## src/rtl/mp3_input_pkg.sv

```systemverilog
// Shared register map, control bit positions and flag-field placement for
// the MP3 player button/switch input controller.
package mp3_input_pkg;

  typedef enum logic [1:0] {
    REG_STATE = 2'd0,
    REG_FLAGS = 2'd1,
    REG_MASK  = 2'd2,
    REG_CTRL  = 2'd3
  } reg_addr_e;

  localparam int CTRL_REPEAT_EN_BIT = 0;

  // Button flags occupy the low bits; switch flags follow directly above.
  localparam int FLAG_BTN_BASE = 0;

  function automatic int flag_sw_base(input int n_btn);
    return FLAG_BTN_BASE + n_btn;
  endfunction

endpackage

```

## src/rtl/mp3_debounce_chan.sv

```systemverilog
// One input channel: 2-flop synchroniser, optional polarity inversion and a
// stability counter that commits a new debounced level after DEBOUNCE_CYC cycles.
module mp3_debounce_chan #(
  parameter int DEBOUNCE_CYC = 50000,
  parameter bit INVERT       = 1'b0
) (
  input  logic clk,
  input  logic rst_n,
  input  logic raw,
  output logic level,
  output logic change
);

  localparam int CW = $clog2(DEBOUNCE_CYC);
  localparam logic [CW-1:0] CNT_LAST = CW'(DEBOUNCE_CYC - 1);

  logic          sync0_q, sync0_d;
  logic          sync1_q, sync1_d;
  logic          level_q, level_d;
  logic [CW-1:0] cnt_q, cnt_d;
  logic          settle;

  always_comb begin
    sync0_d = raw ^ INVERT;
    sync1_d = sync0_q;
    level_d = level_q;
    cnt_d   = cnt_q;
    settle  = 1'b0;
    // Any cycle where the synchronised input agrees with the committed level
    // restarts the stability window, so glitches shorter than it never land.
    if (sync1_q == level_q) begin
      cnt_d = '0;
    end else if (cnt_q == CNT_LAST) begin
      level_d = sync1_q;
      cnt_d   = '0;
      settle  = 1'b1;
    end else begin
      cnt_d = cnt_q + 1'b1;
    end
  end

  always_ff @(posedge clk or negedge rst_n) begin
    if (!rst_n) begin
      sync0_q <= 1'b0;
      sync1_q <= 1'b0;
      level_q <= 1'b0;
      cnt_q   <= '0;
    end else begin
      sync0_q <= sync0_d;
      sync1_q <= sync1_d;
      level_q <= level_d;
      cnt_q   <= cnt_d;
    end
  end

  assign level  = level_q;
  assign change = settle;

endmodule

```

## src/rtl/mp3_input_ctrl.sv

```systemverilog
// Avalon-MM input controller: debounced buttons/switches, sticky event flags
// with write-1-to-clear, per-flag irq mask and button auto-repeat.
module mp3_input_ctrl
  import mp3_input_pkg::*;
#(
  parameter int N_BTN          = 4,
  parameter int N_SW           = 3,
  parameter int DEBOUNCE_CYC   = 50000,
  parameter int REPEAT_DELAY   = 25000000,
  parameter int REPEAT_PERIOD  = 5000000,
  parameter int BTN_ACTIVE_LOW = 1
) (
  input  logic              clk_clk,
  input  logic              reset_reset_n,
  input  logic [N_BTN-1:0]  buttons_export,
  input  logic [N_SW-1:0]   switchs_export,
  input  logic [1:0]        address,
  input  logic              read,
  input  logic              write,
  input  logic [31:0]       writedata,
  output logic [31:0]       readdata,
  output logic              irq
);

  localparam int NF       = N_BTN + N_SW;
  localparam int SW_BASE  = flag_sw_base(N_BTN);
  localparam int HOLD_MAX = (REPEAT_DELAY > REPEAT_PERIOD) ? REPEAT_DELAY : REPEAT_PERIOD;
  localparam int HW       = (HOLD_MAX > 2) ? $clog2(HOLD_MAX) : 1;
  localparam logic [HW-1:0] DELAY_LAST  = HW'(REPEAT_DELAY - 1);
  localparam logic [HW-1:0] PERIOD_LAST = HW'(REPEAT_PERIOD - 1);

  logic [N_BTN-1:0] btn_level, btn_change;
  logic [N_SW-1:0]  sw_level, sw_change;

  for (genvar i = 0; i < N_BTN; i++) begin : g_btn
    mp3_debounce_chan #(
      .DEBOUNCE_CYC (DEBOUNCE_CYC),
      .INVERT       (BTN_ACTIVE_LOW != 0)
    ) u_chan (
      .clk    (clk_clk),
      .rst_n  (reset_reset_n),
      .raw    (buttons_export[i]),
      .level  (btn_level[i]),
      .change (btn_change[i])
    );
  end

  for (genvar j = 0; j < N_SW; j++) begin : g_sw
    mp3_debounce_chan #(
      .DEBOUNCE_CYC (DEBOUNCE_CYC),
      .INVERT       (1'b0)
    ) u_chan (
      .clk    (clk_clk),
      .rst_n  (reset_reset_n),
      .raw    (switchs_export[j]),
      .level  (sw_level[j]),
      .change (sw_change[j])
    );
  end

  // Register state
  logic [N_BTN-1:0][HW-1:0] hold_q, hold_d;
  logic [N_BTN-1:0]         rep_q, rep_d;
  logic [N_BTN-1:0]         rpt_fire;
  logic [NF-1:0]            flags_q, flags_d;
  logic [NF-1:0]            mask_q, mask_d;
  logic                     repeat_en_q, repeat_en_d;
  logic [31:0]              readdata_q, readdata_d;
  logic                     irq_q, irq_d;

  reg_addr_e     addr;
  logic          wr_flags, wr_mask, wr_ctrl;
  logic [NF-1:0] flag_set, flag_clr;
  logic [31:0]   rdata_mux;
  logic          unused_wdata;

  assign addr         = reg_addr_e'(address);
  assign unused_wdata = ^writedata;

  // rep_q marks that the first (long) delay has elapsed, so later repeats
  // use the shorter period; both clear on release or when repeat is off.
  always_comb begin
    hold_d   = hold_q;
    rep_d    = rep_q;
    rpt_fire = '0;
    for (int i = 0; i < N_BTN; i++) begin
      if (!btn_level[i] || !repeat_en_q) begin
        hold_d[i] = '0;
        rep_d[i]  = 1'b0;
      end else if (hold_q[i] == (rep_q[i] ? PERIOD_LAST : DELAY_LAST)) begin
        rpt_fire[i] = 1'b1;
        hold_d[i]   = '0;
        rep_d[i]    = 1'b1;
      end else begin
        hold_d[i] = hold_q[i] + 1'b1;
      end
    end
  end

  always_comb begin
    flag_set = '0;
    for (int i = 0; i < N_BTN; i++) begin
      // btn_level is still the old level here, so change & ~level is a press.
      flag_set[FLAG_BTN_BASE + i] = (btn_change[i] & ~btn_level[i]) | rpt_fire[i];
    end
    for (int j = 0; j < N_SW; j++) begin
      flag_set[SW_BASE + j] = sw_change[j];
    end
  end

  always_comb begin
    wr_flags    = write && (addr == REG_FLAGS);
    wr_mask     = write && (addr == REG_MASK);
    wr_ctrl     = write && (addr == REG_CTRL);
    flag_clr    = wr_flags ? writedata[NF-1:0] : '0;
    // Set is OR-ed after the clear so a coincident event is never lost.
    flags_d     = (flags_q & ~flag_clr) | flag_set;
    mask_d      = wr_mask ? writedata[NF-1:0] : mask_q;
    repeat_en_d = wr_ctrl ? writedata[CTRL_REPEAT_EN_BIT] : repeat_en_q;
    irq_d       = |(flags_q & mask_q);
  end

  always_comb begin
    rdata_mux = '0;
    case (addr)
      REG_STATE: begin
        rdata_mux[N_BTN-1:0]       = btn_level;
        rdata_mux[SW_BASE +: N_SW] = sw_level;
      end
      REG_FLAGS: rdata_mux[NF-1:0] = flags_q;
      REG_MASK:  rdata_mux[NF-1:0] = mask_q;
      REG_CTRL:  rdata_mux[CTRL_REPEAT_EN_BIT] = repeat_en_q;
      default:   rdata_mux = '0;
    endcase
    readdata_d = read ? rdata_mux : readdata_q;
  end

  always_ff @(posedge clk_clk or negedge reset_reset_n) begin
    if (!reset_reset_n) begin
      hold_q      <= '0;
      rep_q       <= '0;
      flags_q     <= '0;
      mask_q      <= '0;
      repeat_en_q <= 1'b0;
      readdata_q  <= '0;
      irq_q       <= 1'b0;
    end else begin
      hold_q      <= hold_d;
      rep_q       <= rep_d;
      flags_q     <= flags_d;
      mask_q      <= mask_d;
      repeat_en_q <= repeat_en_d;
      readdata_q  <= readdata_d;
      irq_q       <= irq_d;
    end
  end

  assign readdata = readdata_q;
  assign irq      = irq_q;

endmodule

```

## config.mk

```make
export PLATFORM = sky130hd
export DESIGN_NAME = mp3_input_ctrl
export DESIGN_NICKNAME = d
export VERILOG_FILES = /design/src/rtl/mp3_input_pkg.sv /design/src/rtl/mp3_debounce_chan.sv /design/src/rtl/mp3_input_ctrl.sv
export SDC_FILE = /design/constraint.sdc
export NUM_CORES = 1
export LEC_CHECK = 0
export CORE_UTILIZATION = 28
export CTS_CLUSTER_SIZE = 24
export DETAILED_ROUTE_END_ITERATION = 7
export SLEW_MARGIN = 20
export SYNTH_ARGS = -nofsm -noshare
export SYNTH_HDL_FRONTEND = slang
export SYNTH_HIERARCHICAL = 1
export SYNTH_SLANG_ARGS = --single-unit
```

## constraint.sdc

```tcl
create_clock -name clk_clk -period 4.5 [get_ports clk_clk]
set_input_delay 0.675 -clock clk_clk [delete_from_list [all_inputs] [get_ports clk_clk]]
set_output_delay 0.675 -clock clk_clk [all_outputs]
set_load 0.01 [all_outputs]
```

==> summary.md <==
| Metric | Value |
|---|---|
| Status | finished clean |
| Fin Setup TNS | 0 ns |
| Post-detail-place hpwl | 17.8 mm |
| Fmax | 0.344 GHz |
| DP Worst Slack | 1.59 ns |
| Most frequent cells in the layout | dfrtp_1, nor2_1, xnor2_1 |
| Asr flop ratio synth | 1.00 |
| Cells resized by post-CTS repair | 0 |
| Ys Warns | 6 |
| Reg2reg end | hold_q[77] |
| Slowest cell on the critical path | a2111oi_4 |
| Post-CTS Hold Fix Bufs | 0 |
| CP Class | register to register |
| Max incr delay on CP | 0.82 ns |
| Critical Path AT | 3.29 ns |
| Area contributors post-synth | dfrtp_1, xnor2_1, nor2_1, xor2_1, nand4_1 |
| Max Buffers Root-to-Sink | 3 |
| Drt total wl | 26.5 mm |
| DR vias/cell | 4.91 |
| Initial antenna violation count | 3 |
| Normalized max-slew margin | 0.293 |
| Starting density of the core | 0.286 |
| Setup ws final | around 1.6 ns |
| Worst-skew pair later-pin latency | about 0.57 ns |
| Global-route usage over all layers | 0.108 |
| Final hold vios | 0 |
| Post-synthesis register bit count | 260 |
| Power per Cell Area | 333 nW/µm² |
| EDFF count, synth | 0 |
| Site row count | 79 |
| Final clock skew | 0.0230 ns |
| Post-layout nets | 1381 |
| Root Driver | clkbuf_16 |
| CP Capture Type | register |
| Port Buffer Count | 27 |
| Syn_area_per_cell | just over 10 µm² |
| Total number of vias | between 9000 and 10000 |
| Ant diodes | 0 |
| Crit path required time | 4.88 ns |
| Register area share after synthesis | 0.484 |
| Die H | 221 µm |
| Hold Path Class | input pin to async pin |
| Mapped Cells | 1317 |
| Minimum clock period | ~2.9 ns |
| Max-cap violations | 0 |
| Gr ovfl total | 0 |
| Worst-path fanout max | 14 |
| Final core utilization | 0.320 |
| Detailed-router iteration count before antenna repair | 5 |
| Slew at the pin closest to its max-slew limit | 1.06 ns |
| Die width | 221 µm |
| RSZ-0062 raised after global routing | no |
| Post-Syn Area | 13400 µm² |
| Max IR drop VDD | 195 µV |
| Total core area | 47000 µm² |
| Post-CTS setup buffers | 0 |
| Worst r2r path cells | 5 |
| Drt first-iter violations | between 600 and 700 |
| Die area | approximately 50000 µm² |
| TritonCTS buffer count | 26 |
| First-pass GRT wire length | 45.6 mm |
| Largest net degree at the start of global routing | 118 |
| Library cells used by synthesis | 66 |
| Io pins | between 70 and 80 |
| RD Place Congestion | 0.783 |
| Htree depth | 1 |
| DRT antenna net count | 0 |
| Finish-stage setup viols | 0 |
| Area grow syn2layout | 11.8% |
| Tcrit/Tclk final | 0.647 |
| Routed WL per cell | around 14 µm |
| Vias in the first global route | 9171 |
| Reg2Reg Setup Slack | between 1.5 and 2 ns |
| Commonest non-fill, non-tap cell in the layout | dfrtp_1 |
| RR Startpoint | hold_q[82] |
| Clk pin slew, worst setup/hold paths | 0.06 ns |
| Leakage power | roughly 5.6 nW |
| Synth Flop Type | dfrtp_1 |
| Yosys top cell by area | dfrtp_1 |
| Number of remaining DRC errors | 0 |
| Layout cell share with drive strength beyond 1 | 0.0944 |
| CP Launch Type | register |
| Total power | 4.99 mW |
| CP cell instances | or4_1 -> or4b_4 -> a2111oi_4 -> buf_4 -> nor3_1 |
| Yosys top cell area share | 0.484 |
| Max Slew Vio Count | 0 |
| CTS tree | done |
| Placed Instance Area | 14000 µm² |
| # clock sinks | 260 |
| Worst setup path start | hold_q[82] |
| Final instance area | 15000 µm² |
## power by group
part | switching [mW] | internal, mW
registers | 0.0477 | 2.38
logic | 0.117 | 0.0742
clock network | 0.944 | 1.43
## worst max path at each step
stage	depth (start not counted)	end
after floorplan	5	hold_q[80]
after global placement	5	hold_q[95]
after detailed placement	5	hold_q[77]
after CTS	5	hold_q[77]
after global routing	5	hold_q[97]
final	5	hold_q[77]
## layout make-up
class / instances / area, µm²
clock buffer: 36 / 768
clock inverter: 12 / 194
fill: 4774 / 31900
inverter: 37 / 139
multi-input combinational: 968 / 6310
sequential: 260 / 6510
tap: 607 / 759
timing repair buffer: 32 / 338
## routing by layer
metal  vias up  part of all wire  GRT usage
li1       4749                 -          -
met1      4661              0.50      0.152
met2       123              0.43      0.166
met3        45             0.042     0.0259
met4         4             0.022     0.0259
met5         -           0.00087          0
## registers in the layout, indices dropped and copies added (netlist names), 4 cells and up
| signal | cells |
|---|---|
| flags_q | 7 |
| g_btn.u_chan/cnt_q | 64 |
| g_btn.u_chan/level | 4 |
| g_btn.u_chan/sync0_q | 4 |
| g_btn.u_chan/sync1_q | 4 |
| g_sw.u_chan/cnt_q | 48 |
| hold_q | 100 |
| mask_q | 7 |
| readdata | 7 |
| rep_q | 4 |
## cells by family after synthesis
kind of cell | after synthesis | share of synthesized area
other | 1 | 0.000279
AOI/OAI and AO/OA | 137 | 0.0735
adders and majority gates | 11 | 0.0102
and+or+nand+nor | 625 | 0.263
buffers and inverters | 113 | 0.0528
xor gates and xnor gates | 147 | 0.0958
DFF | 260 | 0.484
muxes | 23 | 0.0196
## metrics by stage
step,hold WS (ns),cells
global placement,0.337,1904
global route,0.252,1952
CTS,0.200,1952
floorplan,0.331,1341
finish,0.170,1952
detailed placement,0.335,1904
## cell usage after synthesis, drive strengths merged (2+ instances only)
library cell,instances
dfrtp,260
nor2,153
xnor2,92
nor3,79
nand2,72
nand3,68
nand4,66
xor2,55
a211oi,46
buf,45
inv,37
or4,36
clkbuf,31
or3,30
o21ai,26
nor4,24
o31ai,22
a21oi,20
mux2,16
and4,15
and3,14
ha,11
or4b,11
nand4bb,8
and2,7
nand2b,7
or3b,7
mux2i,6
nand4b,6
nor3b,5
nor2b,4
nor4b,4
a21o,3
a31o,3
nand3b,3
a2111oi,2
a22oi,2
o2111ai,2
o21ba,2
o41ai,2
or4bb,2
## critical path, delay by kind of cell (launching register included)
kind	cells	cell delay, ns
compound gates	1	0.82
buf+inv	1	0.37
simple gates	3	1.12
flops	1	0.42
No activity file was read; power rests on OpenSTA's default activity.
